$ cat config.mk
export PLATFORM = sky130hd
export DESIGN_NAME = sms_bk_sequencer
export DESIGN_NICKNAME = d
export VERILOG_FILES = /design/src/rtl/sms_pkg.sv /design/src/rtl/sms_bk_sequencer.sv
export SDC_FILE = /design/constraint.sdc
export NUM_CORES = 1
export LEC_CHECK = 0
export ABC_AREA = 1
export CORE_ASPECT_RATIO = 0.7
export CORE_MARGIN = 2
export CORE_UTILIZATION = 34
export DETAILED_ROUTE_END_ITERATION = 7
export MAX_ROUTING_LAYER = met4
export PLACE_DENSITY = 0.54
export REMOVE_ABC_BUFFERS = 1
export SLEW_MARGIN = 10
export SYNTH_ARGS = -nofsm -noshare
export SYNTH_HDL_FRONTEND = slang
export SYNTH_SLANG_ARGS = --single-unit
$ cat constraint.sdc
create_clock -name clk_sys -period 2.1 [get_ports clk_sys]
set_input_delay 0.63 -clock clk_sys [delete_from_list [all_inputs] [get_ports clk_sys]]
set_output_delay 0.63 -clock clk_sys [all_outputs]
set_load 0.02 [all_outputs]
$ cat src/rtl/sms_pkg.sv
// Shared definitions for the save-state backup sequencer.
package sms_pkg;

  // Sequencer phases: idle, waiting for the sector ack to rise, waiting for it to fall.
  typedef enum logic [1:0] {
    BK_IDLE,
    BK_REQ,
    BK_ACK
  } bk_state_t;

  // One SD sector as seen through the hps_io buffer.
  localparam int SECTOR_BYTES = 512;

endpackage : sms_pkg

$ cat src/rtl/sms_bk_sequencer.sv
// Save-state sector sequencer: walks the sectors of one save slot through the
// hps_io SD buffer, forms backup RAM addresses and reports busy/done/error.
module sms_bk_sequencer
  import sms_pkg::*;
#(
  parameter int          SECT_LOG2 = 6,
  parameter int          SLOT_BITS = 2,
  parameter logic [23:0] TIMEOUT   = 24'hFFFFFF
) (
  input  logic                            clk_sys,
  input  logic                            reset,
  input  logic                            download,
  input  logic                            img_mounted,
  input  logic                            img_readonly,
  input  logic                            img_size_nz,
  input  logic                            load_req,
  input  logic                            save_req,
  input  logic [SLOT_BITS-1:0]            slot,
  output logic [31:0]                     sd_lba,
  output logic                            sd_rd,
  output logic                            sd_wr,
  input  logic                            sd_ack,
  input  logic [$clog2(SECTOR_BYTES)-1:0] sd_buff_addr,
  input  logic                            sd_buff_wr,
  output logic [SECT_LOG2+$clog2(SECTOR_BYTES)-1:0] bk_addr,
  output logic                            bk_we,
  output logic                            bk_ena,
  output logic                            bk_busy,
  output logic                            bk_loading,
  output logic                            bk_done,
  output logic                            bk_err
);

  bk_state_t   state, state_n;
  logic [23:0] timer, timer_n;
  logic [31:0] sd_lba_n;
  logic        sd_rd_n, sd_wr_n;
  logic        bk_busy_n, bk_loading_n, bk_done_n, bk_err_n;

  logic old_download, old_load, old_save, old_ack;
  logic load_rise, save_rise, ack_rise, ack_fall, last_sector;

  // Edge qualifiers; request edges only count while a writable image is mounted.
  assign load_rise   = bk_ena & load_req & ~old_load;
  assign save_rise   = bk_ena & save_req & ~old_save;
  assign ack_rise    = sd_ack & ~old_ack;
  assign ack_fall    = ~sd_ack & old_ack;
  assign last_sector = &sd_lba[SECT_LOG2-1:0];

  // RAM-side signals pass straight through so writes line up with sd_buff_wr.
  assign bk_we   = sd_buff_wr & sd_ack;
  assign bk_addr = {sd_lba[SECT_LOG2-1:0], sd_buff_addr};

  // Mount tracking: a new download invalidates the image unless it is mounted writable in that same cycle.
  always_ff @(posedge clk_sys) begin
    // NOTE: sequential state uses non-blocking assignments so every register samples pre-edge values.
    if (reset) begin
      bk_ena       <= 1'b0;
      old_download <= 1'b0;
    end else begin
      old_download <= download;
      if (download & img_mounted & img_size_nz & ~img_readonly)
        bk_ena <= 1'b1;
      else if (download & ~old_download)
        bk_ena <= 1'b0;
    end
  end

  // Edge-detect history for the requests and the hps_io acknowledge.
  always_ff @(posedge clk_sys) begin
    if (reset) begin
      old_load <= 1'b0;
      old_save <= 1'b0;
      old_ack  <= 1'b0;
    end else begin
      old_load <= load_req & bk_ena;
      old_save <= save_req & bk_ena;
      old_ack  <= sd_ack;
    end
  end

  // Sequencer state and registered outputs.
  always_ff @(posedge clk_sys) begin
    // NOTE: the reset here is synchronous; every register in this block is plain flop state, none is a memory.
    if (reset) begin
      state      <= BK_IDLE;
      timer      <= '0;
      sd_lba     <= '0;
      sd_rd      <= 1'b0;
      sd_wr      <= 1'b0;
      bk_busy    <= 1'b0;
      bk_loading <= 1'b0;
      bk_done    <= 1'b0;
      bk_err     <= 1'b0;
    end else begin
      state      <= state_n;
      timer      <= timer_n;
      sd_lba     <= sd_lba_n;
      sd_rd      <= sd_rd_n;
      sd_wr      <= sd_wr_n;
      bk_busy    <= bk_busy_n;
      bk_loading <= bk_loading_n;
      bk_done    <= bk_done_n;
      bk_err     <= bk_err_n;
    end
  end

  // Next-state logic: accept a request, wait for each sector's ack rise then fall, advance or finish.
  always_comb begin
    // NOTE: every output gets a default first so no path leaves it unassigned (no latches).
    state_n      = state;
    timer_n      = timer;
    sd_lba_n     = sd_lba;
    sd_rd_n      = sd_rd;
    sd_wr_n      = sd_wr;
    bk_busy_n    = bk_busy;
    bk_loading_n = bk_loading;
    bk_done_n    = 1'b0;
    bk_err_n     = 1'b0;

    unique case (state)
      BK_IDLE: begin
        if (load_rise | save_rise) begin
          // A simultaneous load and save edge resolves to load.
          state_n      = BK_REQ;
          sd_lba_n     = 32'({slot, {SECT_LOG2{1'b0}}});
          sd_rd_n      = load_rise;
          sd_wr_n      = ~load_rise;
          bk_busy_n    = 1'b1;
          bk_loading_n = load_rise;
          timer_n      = '0;
        end
      end

      BK_REQ: begin
        if (ack_rise) begin
          sd_rd_n = 1'b0;
          sd_wr_n = 1'b0;
          state_n = BK_ACK;
        end else if (timer == TIMEOUT - 24'd1) begin
          // hps_io never picked the sector up: abandon the whole transfer.
          state_n      = BK_IDLE;
          sd_rd_n      = 1'b0;
          sd_wr_n      = 1'b0;
          bk_busy_n    = 1'b0;
          bk_loading_n = 1'b0;
          bk_err_n     = 1'b1;
        end else begin
          timer_n = timer + 24'd1;
        end
      end

      BK_ACK: begin
        // No timeout here: once hps_io acks a sector it always finishes it.
        if (ack_fall) begin
          if (last_sector) begin
            state_n      = BK_IDLE;
            bk_busy_n    = 1'b0;
            bk_loading_n = 1'b0;
            bk_done_n    = 1'b1;
          end else begin
            state_n  = BK_REQ;
            sd_lba_n = sd_lba + 32'd1;
            sd_rd_n  = bk_loading;
            sd_wr_n  = ~bk_loading;
            timer_n  = '0;
          end
        end
      end

      default: state_n = BK_IDLE;
    endcase
  end

endmodule : sms_bk_sequencer

==> results.sh <==
export IMPL_synthMuxAreaShare_pct=0
export IMPL_clkLatencyLatePin_ns=0.33
export IMPL_grt_use_met2_pct=23.3
export IMPL_setup_viol=0
export IMPL_dieArea_um2=13000
export IMPL_p_leak_nw=2.12
export IMPL_clkSlewWorstSetupHoldPaths_ns=0.06
export IMPL_status="complete, no violations"
export IMPL_grt_max_degree=18
export IMPL_ant_nets=0
export IMPL_hpwl_um=8420
export IMPL_antenna_found_initial=0
export IMPL_htreeDepth=3
export IMPL_hold_violations=0
export IMPL_synth_area_um2=4120
export IMPL_crit_type="flip-flop to primary output"
export IMPL_cts_tree="built"
export IMPL_synthAdderAreaFrac_pct=2.13
export IMPL_synth_distinct_cells=35
export IMPL_yosys_area_top_type="dfxtp_1"
export IMPL_seq_area_um2=1380
export IMPL_finalMaxSlewViolations=0
export IMPL_num_nets_final=713
export IMPL_diodes=0
export IMPL_routed_wl_um=10900
export IMPL_fin_setup_tns_ns=0
export IMPL_vdd_drop_max_mv=0.447
export IMPL_fin_skew_ns=0.00645
export IMPL_worst_r2r_setup_slack_ns=0.20
export IMPL_grt_ovfl_total=0
export IMPL_yosys_area_top_type_share_pct=33.5
export IMPL_grt_pass1_vias=3472
export IMPL_track_usage_pct=18.0
export IMPL_io_buffers=57
export IMPL_power_density_nw_per_um2=873
export IMPL_seq_area_frac_synth_pct=33.5
export IMPL_vias_per_cell=4.72
export IMPL_finalCritPeriodShare_pct=97.5
export IMPL_multi_input_area_um2=2210
export IMPL_required_ns=1.47
export IMPL_synth_compound_area_share_pct=7.29
export IMPL_syn_instance_count=615
export IMPL_num_vias=3998
export IMPL_top_usage_layer="met1"
export IMPL_rr_worst_depth=10
export IMPL_critPathMaxFanout=5
export IMPL_critPathLaunchType="flip-flop"
export IMPL_final_cells=847
export IMPL_syn_to_final_growth_pct=27.6
export IMPL_drc=0
export IMPL_synth_area_top_cells="dfxtp_1 34%, nand2_1 13%, nor2_1 10%, inv_1 7.0%, a21oi_1 4.0%"
export IMPL_power_total_mw=4.59
export IMPL_drt_initial_drc_count=271
export IMPL_cts_sinks=69
export IMPL_fill_cells=1188
export IMPL_numPlacedInstances=830
export IMPL_ys_ff_latch=69
export IMPL_root_buffer="clkbuf_16"
export IMPL_dpl_cell_area_um2=4910
export IMPL_grtUsageMet1_pct=27.2
export IMPL_synth_top_family_by_area="simple AND/OR/NAND/NOR gates"
export IMPL_die_w_um=136
export IMPL_hp_class="flip-flop to flip-flop"
export IMPL_rows=33
export IMPL_grt_met3_usage_pct=4.16
export IMPL_grt_pass1_wl_um=17700
export IMPL_routabilityCongestion=0.889
export IMPL_yosysWarnings=0
export IMPL_end_kind="primary output"
export IMPL_cts_buffers=9
export IMPL_fmaxAchievable_mhz=488
export IMPL_final_util_pct=44.7
export IMPL_wl_per_cell_um=12.9
export IMPL_worst_pin_slew_ns=0.472
export IMPL_synthSimpleGateAreaFrac_pct=42.0
export IMPL_grt_setup_unrepaired="yes"
export IMPL_post_route_min_period_ns=2.05
export IMPL_firstDrtPassIters=5
export IMPL_core_area_um2=11800
export IMPL_timing_slew_headroom_pct=68.3
export IMPL_arrival_ns=1.42
export IMPL_hold_path_depth=2
export IMPL_drv_cap=0
export IMPL_synth_avg_cell_area_um2=6.70
export IMPL_start_util_pct=35.0
export IMPL_finalInstanceArea_um2=5260
export IMPL_die_h_um=96.1
export IMPL_synth_xor_area_share_pct=1.70
export IMPL_drive_above_1_share_pct=13.5
export IMPL_pin_count=76
export IMPL_cts_buffer_depth=2
[cell usage after synthesis]
library cell,n
nand2_1,143
nor2_1,114
inv_1,77
dfxtp_1,69
a21oi_1,33
nand3_1,29
nand4_1,21
buf_4,17
nor3_1,15
nand3_2,14
buf_6,8
o21ai_0,8
ha_1,7
nand2_2,7
xor2_1,7
inv_2,6
nor2_4,6
nand3b_1,5
a21oi_2,3
nand2_4,3
nor2_2,3
o21ai_1,3
clkbuf_1,2
nor2_8,2
nor3b_1,2
o21a_1,2
a21oi_4,1
a22oi_1,1
buf_2,1
clkinv_1,1
clkinv_2,1
nand3_4,1
o211ai_1,1
o21bai_1,1
xnor2_1,1
[final cells by class]
type                       instances  share of cell area (%)
clock buffer                      11                    4.43
tap                              157                    3.74
multi-input combinational        434                    42.1
inverter                          85                    6.14
sequential                        69                    26.3
clock inverter                     5                    1.43
timing repair buffer              86                    15.9
[power by group]
part           leakage [nW]  total, mW  switching, mW  internal [mW]
Sequential            0.558       1.44         0.0647           1.37
Clock                 0.153       1.61          0.579           1.03
Combinational          1.41       1.54          0.920          0.617
Total                  2.12       4.59           1.56           3.02
[critical path, cell delays in order (launching register included)]
cell             delay, ns
dfxtp_1               0.35
buf_4                 0.14
clkdlybuf4s50_1       0.60
[cells in the final DEF, fill, tap and decap left out, drive strengths merged, types with 2 or more instances in the layout]
cell type	synthesis	final
a21oi	37	37
buf	26	30
bufinv	0	2
clkbuf	2	11
clkdlybuf4s50	0	50
clkinv	2	5
dfxtp	69	69
dlymetal6s2s	0	6
ha	7	7
inv	83	83
nand2	153	153
nand3	44	44
nand3b	5	5
nand4	21	21
nor2	125	126
nor3	15	15
nor3b	2	2
o21a	2	2
o21ai	11	11
xor2	7	7
[registers in the layout, indices dropped and copies added, names as in the netlist]
name and flops:
sd_rd 1, old_ack 1, bk_loading 1, sd_lba 32, bk_ena 1, old_save 1
bk_err 1, bk_busy 1, timer 24, old_load 1, old_download 1, bk_done 1
sd_wr 1, state 2
[cells by family (layout without fill, tap and decap cells)]
kind of cell	count (synthesis)	in the layout
simple gates	365	366
fa+ha+maj	7	7
flops	69	69
compound gates	53	53
xor+xnor	8	8
buf+inv	113	187
[layer usage]
metal	vias to the layer above	share of wire, %
li1	2066	-
met2	119	38
met3	10	5.9
met5	-	0
met1	1803	55
met4	0	0.96
[worst paths after layout]
kind,startpoint,endpoint
max,sd_lba[1],sd_lba[1]
min,sd_lba[30],sd_lba[30]
max reg2reg,sd_lba[0],sd_lba[22]
min reg2reg,sd_lba[30],sd_lba[30]
[stage by stage]
stage	hold WS [ns]	setup WS, ns
2_1_floorplan	0.476	0.145
3_3_place_gp	0.464	-0.325
3_5_place_dp	0.468	-0.334
4_1_cts	0.475	0.0264
5_1_grt	0.507	-0.00378
6_report	0.472	0.0520
[repair_timing]
action                     4_1_cts  5_1_grt
gates resized for setup          4       11
hold buffers                     0        0
buffers inserted                 0        0
cloned                           0        1
setup endpoints to repair        1       13
pin swaps                        0        3
(Power assumes the default switching activity.)
